==> src/rtl/wb_writeback_pkg.sv <==
// Shared widths, load funct3 encodings and the ALU result payload for writeback.
package wb_writeback_pkg;

  localparam int unsigned XLEN       = 64;
  localparam int unsigned AW         = 5;
  localparam int unsigned FIFO_DEPTH = 2;
  localparam int unsigned CNT_W      = 2;
  localparam int unsigned F3_W       = 3;
  localparam int unsigned OFS_W      = 3;
  localparam int unsigned RCNT_W     = 64;

  localparam logic [F3_W-1:0] LB  = 3'd0;
  localparam logic [F3_W-1:0] LH  = 3'd1;
  localparam logic [F3_W-1:0] LW  = 3'd2;
  localparam logic [F3_W-1:0] LD  = 3'd3;
  localparam logic [F3_W-1:0] LBU = 3'd4;
  localparam logic [F3_W-1:0] LHU = 3'd5;
  localparam logic [F3_W-1:0] LWU = 3'd6;

  typedef struct packed {
    logic [AW-1:0]   rd;
    logic [XLEN-1:0] data;
  } alu_res_t;

endpackage

==> src/rtl/wb_writeback_if.sv <==
// Producer handshakes and register-file write port of the writeback stage.
interface wb_writeback_if;
  import wb_writeback_pkg::*;

  logic              alu_valid;
  logic              alu_ready;
  logic [AW-1:0]     alu_rd;
  logic [XLEN-1:0]   alu_data;

  logic              lsu_valid;
  logic              lsu_ready;
  logic [AW-1:0]     lsu_rd;
  logic [F3_W-1:0]   lsu_funct3;
  logic [OFS_W-1:0]  lsu_addr_lo;
  logic [XLEN-1:0]   lsu_rdata;

  logic              we;
  logic [AW-1:0]     waddr;
  logic [XLEN-1:0]   wdata;
  logic              retire;
  logic [RCNT_W-1:0] retire_cnt;

  modport master (
    output alu_valid, alu_rd, alu_data,
    output lsu_valid, lsu_rd, lsu_funct3, lsu_addr_lo, lsu_rdata,
    input  alu_ready, lsu_ready,
    input  we, waddr, wdata, retire, retire_cnt
  );

  modport slave (
    input  alu_valid, alu_rd, alu_data,
    input  lsu_valid, lsu_rd, lsu_funct3, lsu_addr_lo, lsu_rdata,
    output alu_ready, lsu_ready,
    output we, waddr, wdata, retire, retire_cnt
  );
endinterface

==> src/rtl/wb_writeback_load_ext.sv <==
// Extracts the addressed byte/half/word from a load doubleword and extends it.
module wb_writeback_load_ext
  import wb_writeback_pkg::*;
(
  input  logic [F3_W-1:0]  funct3,
  input  logic [OFS_W-1:0] addr_lo,
  input  logic [XLEN-1:0]  rdata,
  output logic [XLEN-1:0]  data_c,
  output logic             ok_c
);

  logic [7:0]  byte_v;
  logic [15:0] half_v;
  logic [31:0] word_v;

  // Lane select; halfword and word offsets drop their misaligned low bits.
  always_comb begin
    byte_v = rdata[{addr_lo, 3'b000} +: 8];
    half_v = rdata[{addr_lo[2:1], 4'b0000} +: 16];
    word_v = rdata[{addr_lo[2], 5'b00000} +: 32];
  end

  // Extension by load type; funct3 7 is not a load and yields no write.
  always_comb begin
    data_c = '0;
    ok_c   = 1'b1;
    case (funct3)
      LB:      data_c = {{(XLEN-8){byte_v[7]}}, byte_v};
      LBU:     data_c = {{(XLEN-8){1'b0}}, byte_v};
      LH:      data_c = {{(XLEN-16){half_v[15]}}, half_v};
      LHU:     data_c = {{(XLEN-16){1'b0}}, half_v};
      LW:      data_c = {{(XLEN-32){word_v[31]}}, word_v};
      LWU:     data_c = {{(XLEN-32){1'b0}}, word_v};
      LD:      data_c = rdata;
      default: ok_c   = 1'b0;
    endcase
  end

endmodule

==> src/rtl/wb_writeback.sv <==
// Writeback stage: buffers ALU results, extends loads, arbitrates and writes the regfile.
module wb_writeback
  import wb_writeback_pkg::*;
(
  input  logic          clk,
  input  logic          rst,
  wb_writeback_if.slave bus
);

  alu_res_t          fifo_mem [FIFO_DEPTH];
  logic              wptr;
  logic              rptr;
  logic [CNT_W-1:0]  count;
  logic [CNT_W-1:0]  count_nxt;

  logic              alu_push;
  logic              lsu_fire;
  logic              pop;
  logic              sel_valid;
  logic              sel_write;
  logic [AW-1:0]     sel_rd;
  logic [XLEN-1:0]   sel_data;

  logic [XLEN-1:0]   ext_data;
  logic              ext_ok;

  logic              we_q;
  logic [AW-1:0]     waddr_q;
  logic [XLEN-1:0]   wdata_q;
  logic              retire_q;
  logic [RCNT_W-1:0] retire_cnt_q;

  wb_writeback_load_ext u_load_ext (
    .funct3  (bus.lsu_funct3),
    .addr_lo (bus.lsu_addr_lo),
    .rdata   (bus.lsu_rdata),
    .data_c  (ext_data),
    .ok_c    (ext_ok)
  );

  // Readies depend only on occupancy; a full FIFO also stalls the LSU so ALU results drain.
  assign bus.alu_ready = !rst && (count < CNT_W'(FIFO_DEPTH));
  assign bus.lsu_ready = !rst && (count < CNT_W'(FIFO_DEPTH));

  // Arbitration: an accepted load wins, otherwise pop the FIFO head.
  always_comb begin
    alu_push  = bus.alu_valid && bus.alu_ready;
    lsu_fire  = bus.lsu_valid && bus.lsu_ready;
    pop       = !lsu_fire && (count != '0);
    sel_valid = lsu_fire || pop;
    sel_rd    = fifo_mem[rptr].rd;
    sel_data  = fifo_mem[rptr].data;
    sel_write = pop && (fifo_mem[rptr].rd != '0);
    if (lsu_fire) begin
      sel_rd    = bus.lsu_rd;
      sel_data  = ext_data;
      sel_write = ext_ok && (bus.lsu_rd != '0);
    end
    count_nxt = count + CNT_W'(alu_push) - CNT_W'(pop);
  end

  // FIFO storage; contents are don't-care while count is zero.
  always_ff @(posedge clk) begin
    if (alu_push) begin
      fifo_mem[wptr] <= '{rd: bus.alu_rd, data: bus.alu_data};
    end
  end

  // Pointers, occupancy, registered write port and retire accounting.
  always_ff @(posedge clk) begin
    if (rst) begin
      wptr         <= 1'b0;
      rptr         <= 1'b0;
      count        <= '0;
      we_q         <= 1'b0;
      waddr_q      <= '0;
      wdata_q      <= '0;
      retire_q     <= 1'b0;
      retire_cnt_q <= '0;
    end else begin
      if (alu_push) wptr <= ~wptr;
      if (pop)      rptr <= ~rptr;
      count    <= count_nxt;
      we_q     <= sel_write;
      retire_q <= sel_valid;
      if (sel_valid) begin
        waddr_q      <= sel_write ? sel_rd : '0;
        wdata_q      <= sel_write ? sel_data : '0;
        retire_cnt_q <= retire_cnt_q + RCNT_W'(1);
      end
    end
  end

  assign bus.we         = we_q;
  assign bus.waddr      = waddr_q;
  assign bus.wdata      = wdata_q;
  assign bus.retire     = retire_q;
  assign bus.retire_cnt = retire_cnt_q;

endmodule

==> src/flat_wrapper.sv <==
// flat-port wrapper written by rule: the top's interface ports become plain ports
module wb_writeback_flat import wb_writeback_pkg::*;
  (clk, rst, bus_alu_valid, bus_alu_rd, bus_alu_data, bus_lsu_valid, bus_lsu_rd, bus_lsu_funct3, bus_lsu_addr_lo, bus_lsu_rdata, bus_alu_ready, bus_lsu_ready, bus_we, bus_waddr, bus_wdata, bus_retire, bus_retire_cnt);
  wb_writeback_if bus_i ();
  input  logic clk;
  input  logic rst;
  input wire logic [$bits(bus_i.alu_valid)-1:0] bus_alu_valid;
  input wire logic [$bits(bus_i.alu_rd)-1:0] bus_alu_rd;
  input wire logic [$bits(bus_i.alu_data)-1:0] bus_alu_data;
  input wire logic [$bits(bus_i.lsu_valid)-1:0] bus_lsu_valid;
  input wire logic [$bits(bus_i.lsu_rd)-1:0] bus_lsu_rd;
  input wire logic [$bits(bus_i.lsu_funct3)-1:0] bus_lsu_funct3;
  input wire logic [$bits(bus_i.lsu_addr_lo)-1:0] bus_lsu_addr_lo;
  input wire logic [$bits(bus_i.lsu_rdata)-1:0] bus_lsu_rdata;
  output wire logic [$bits(bus_i.alu_ready)-1:0] bus_alu_ready;
  output wire logic [$bits(bus_i.lsu_ready)-1:0] bus_lsu_ready;
  output wire logic [$bits(bus_i.we)-1:0] bus_we;
  output wire logic [$bits(bus_i.waddr)-1:0] bus_waddr;
  output wire logic [$bits(bus_i.wdata)-1:0] bus_wdata;
  output wire logic [$bits(bus_i.retire)-1:0] bus_retire;
  output wire logic [$bits(bus_i.retire_cnt)-1:0] bus_retire_cnt;
  assign bus_i.alu_valid = bus_alu_valid;
  assign bus_i.alu_rd = bus_alu_rd;
  assign bus_i.alu_data = bus_alu_data;
  assign bus_i.lsu_valid = bus_lsu_valid;
  assign bus_i.lsu_rd = bus_lsu_rd;
  assign bus_i.lsu_funct3 = bus_lsu_funct3;
  assign bus_i.lsu_addr_lo = bus_lsu_addr_lo;
  assign bus_i.lsu_rdata = bus_lsu_rdata;
  assign bus_alu_ready = bus_i.alu_ready;
  assign bus_lsu_ready = bus_i.lsu_ready;
  assign bus_we = bus_i.we;
  assign bus_waddr = bus_i.waddr;
  assign bus_wdata = bus_i.wdata;
  assign bus_retire = bus_i.retire;
  assign bus_retire_cnt = bus_i.retire_cnt;
  wb_writeback u_core (.clk(clk), .rst(rst), .bus(bus_i));
endmodule
==> config.mk <==
export PLATFORM = sky130hd
export DESIGN_NAME = wb_writeback_flat
export DESIGN_NICKNAME = d
export VERILOG_FILES = /design/src/rtl/wb_writeback_pkg.sv /design/src/rtl/wb_writeback_if.sv /design/src/rtl/wb_writeback_load_ext.sv /design/src/rtl/wb_writeback.sv /design/src/flat_wrapper.sv
export SDC_FILE = /design/constraint.sdc
export NUM_CORES = 1
export LEC_CHECK = 0
export BUFFER_PORTS_ARGS = -buffer_cell sky130_fd_sc_hd__buf_2
export CAP_MARGIN = 20
export CORE_UTILIZATION = 25
export DETAILED_ROUTE_END_ITERATION = 8
export GPL_TIMING_DRIVEN = 0
export PLACE_DENSITY = 0.49
export SKIP_CTS_REPAIR_TIMING = 1
export SYNTH_ARGS = -nofsm -noshare
export SYNTH_HDL_FRONTEND = slang
export SYNTH_HIERARCHICAL = 1
export SYNTH_SLANG_ARGS = --single-unit
==> constraint.sdc <==
create_clock -name clk -period 8.75 [get_ports clk]
set_input_delay 0.875 -clock clk [delete_from_list [all_inputs] [get_ports clk]]
set_output_delay 0.875 -clock clk [all_outputs]
set_load 0.1 [all_outputs]
==> out/metrics.yaml <==
overflow: 0
finalSetupTns_ns: 0
antenna_found_initial: 16
post-route-util: 0.324
reg2reg_to: "u_core/bus.wdata[30]"
relSlewSlack: 0.330
grt_first_pass_wirelength_um: 69900
grt_max_degree: 36
synth_xor_area_frac: 0.0266
mappedNetlistNets: 1381
nFillCells: 5355
hp-class: "register to register"
clock.fmax_mhz: 314
ys.flop_type: "dfxtp_1"
crit_path_start_kind: "input port"
required_ns: 7.88
criticalPathCategory: "input port to primary output"
synth_compound_area_frac: 0.165
swShare: 0.395
slowest_stage: "nor2_1"
synth_mux_area_frac: 0.0961
pwr-share-seq: 0.343
intPower_mw: 2.79
path_max_fanout: 10
combPwrFrac: 0.337
dp_cells: 2198
clockPowerShare: 0.320
die_h_um: 232
crit_path_end_kind: "primary output"
hold_path_startpoint: "u_core/bus.waddr[2]"
setup_violations: 0
yosys-top-cells-area: "edfxtp_1 31%, dfxtp_1 21%, mux2i_1 9.3%"
min_path_cells: 1
std_cell_rows: 83
worst-path-buf-inv: 4
p_total_mw: 4.61
cts_made_buffers: 35
nNetsFinal: 1706
track_usage: 0.176
final_common_cell: "buf_2"
synth_area_um2: 13200
status: "finished, final reports clean"
io_buffers: 282
drv_cap: 0
wl_per_cell_um: 21.3
initial_core_util: 0.255
timing.final.crit_share: 0.363
drc: 0
timing.hold.ws_ns: 0.472
area_growth_pct: 27.3
path_common_cell: "buf_2"
ant_nets: 0
yosys.area_share.simple: 0.149
design_area_um2: 16800
ys_warn_count: 6
synth_top_family_by_area: "compound AO/OA/AOI/OAI gates"
yosysTopAreaCell: "edfxtp_1"
final.setup_skew_ns: 0.0337
max_stage_delay_ns: 0.42
die_area_um2: 53600
final_cell_mix: "309 x buf_2, 155 x nand2_1, 140 x dfxtp_1"
post-dp-hpwl_um: 37200
leakagePower_nw: 6.55
vias: 11150
htreeDepth: 2
crit_family: "buffers and inverters"
detailed_place.area_um2: 15600
synth_top_area_share: 0.314
synth_seq_cells: 278
drive_gt1_frac: 0.269
syn-mean-instance-area_um2: 10.7
synth_edf_count: 138
coreArea_um2: 51700
dr.pass1.iters: 5
slew_violations: 0
grt_pass1_vias: 10783
clockBufferDepth: 3
cp.arrival_ns: 2.31
hold_viol_final: 0
cts_root_buf: "clkbuf_16"
ys_seq_area_frac: 0.527
min_to: "u_core/bus.waddr[2]"
path_cells: "buf_2 > clkbuf_1 > nor2_1 > buf_4 > buf_2"
clock_latency_ns: 0.55
p_per_area_nw_per_um2: 274
asyncSetResetFlopFracSynth: 0
fin_cells: 2272
cts_tree: "done"
worst_slew_pin_slew_ns: 1.01
synthCells: 1230
layout_min_cycle_time_ns: 3.18
die_x_um: 232
pre_cts_ws_ns: 5.08
via_per_inst: 4.91
worst_r2r_path_depth: 7
ys_types: 68
first_iter_violations: 756
p_switching_mw: 1.82
clkTransAtPathRegs_ns: 0.06
rsz0062_at_grt: "no"
ios: 285
cts.sinks: 278
r2r_setup_slack_ns: 6.06
vdd_drop_max_uv: 246
gp_congestion: 0.909
synthAdderAreaFrac: 0.00285
drt_wl_total_um: 48500
layout_setup_ws_ns: 5.57
## area by class of cell
class / count / area [um^2] / share of cell area
sequential: 278 / 6950 / 0.414
multi-input combinational: 860 / 5810 / 0.346
timing repair buffer: 288 / 1520 / 0.0907
clock buffer: 48 / 986 / 0.0588
tap: 680 / 851 / 0.0507
buffer: 86 / 420 / 0.0251
clock inverter: 15 / 193 / 0.0115
antenna: 11 / 27.5 / 0.00164
inverter: 6 / 22.5 / 0.00134
## Yosys cell counts, types with 3 or more instances
cell type,count
edfxtp_1,138
nor4_1,15
nor2b_1,5
buf_1,9
or2_2,4
a21oi_1,38
o22ai_1,11
a211oi_2,20
nor4_2,3
nand3_1,26
buf_4,5
buf_6,6
dfxtp_1,140
or3_1,24
inv_1,6
buf_2,27
and3_1,6
nand2_1,155
a22o_1,69
clkbuf_1,39
mux2i_1,122
o31ai_1,7
and4_1,6
o21ai_0,87
a221oi_1,16
xor2_1,22
a221o_1,6
or4_1,9
ha_1,3
nand2b_1,3
a211oi_1,12
nor3_1,11
nand4_1,39
o211ai_1,9
xnor2_1,18
nor2_1,76
## metal layers
metal,global-route usage,vias to the layer above,wire [um]
met5,0,-,47
met4,0.0804,8,1540
met3,0.0373,79,2890
met2,0.270,360,22100
met1,0.236,5361,22000
li1,-,5342,-
## sequential cells by signal (all words and copies together), names as in the netlist, named ones only
| name | flops |
|---|---|
| u_core/rptr | 1 |
| u_core/bus.we | 1 |
| u_core/bus.retire | 1 |
| u_core/bus.wdata | 64 |
| u_core/bus.waddr | 5 |
| u_core/wptr | 1 |
| u_core/fifo_mem | 138 |
| u_core/count | 2 |
| u_core/bus.retire_cnt | 64 |
## kinds of logic after synthesis
group,after synthesis
compound gates,295
mux,124
flops,278
buf+inv,92
fa+ha+maj,3
simple gates,398
xor+xnor,40
## how the worst max path moves through the flow
stage / slack, ns / to / start / cells after the start
after detailed placement: 5.08 / u_core/bus.wdata[30] / rst / 9
after floorplan: 2.57 / u_core/fifo_mem[0][0] / rst / 4
after global routing: 5.48 / u_core/bus.wdata[33] / rst / 9
final: 5.57 / bus_lsu_ready / rst / 5
after global placement: 1.13 / u_core/fifo_mem[0][43] / rst / 5
after CTS: 5.51 / bus_lsu_ready / rst / 5
## power groups by stage
| stage | registers [mW] | clock network, mW | logic [mW] |
|---|---|---|---|
| global route | 1.59 | 1.57 | 1.64 |
| finish | 1.58 | 1.48 | 1.55 |
| detailed placement | 1.61 | 0 | 1.56 |
| global placement | 1.61 | 0 | 1.53 |
| floorplan | 2.20 | 0 | 0.561 |
| CTS | 1.58 | 1.52 | 1.56 |
Note: power is estimated with default switching activity, not from simulation.
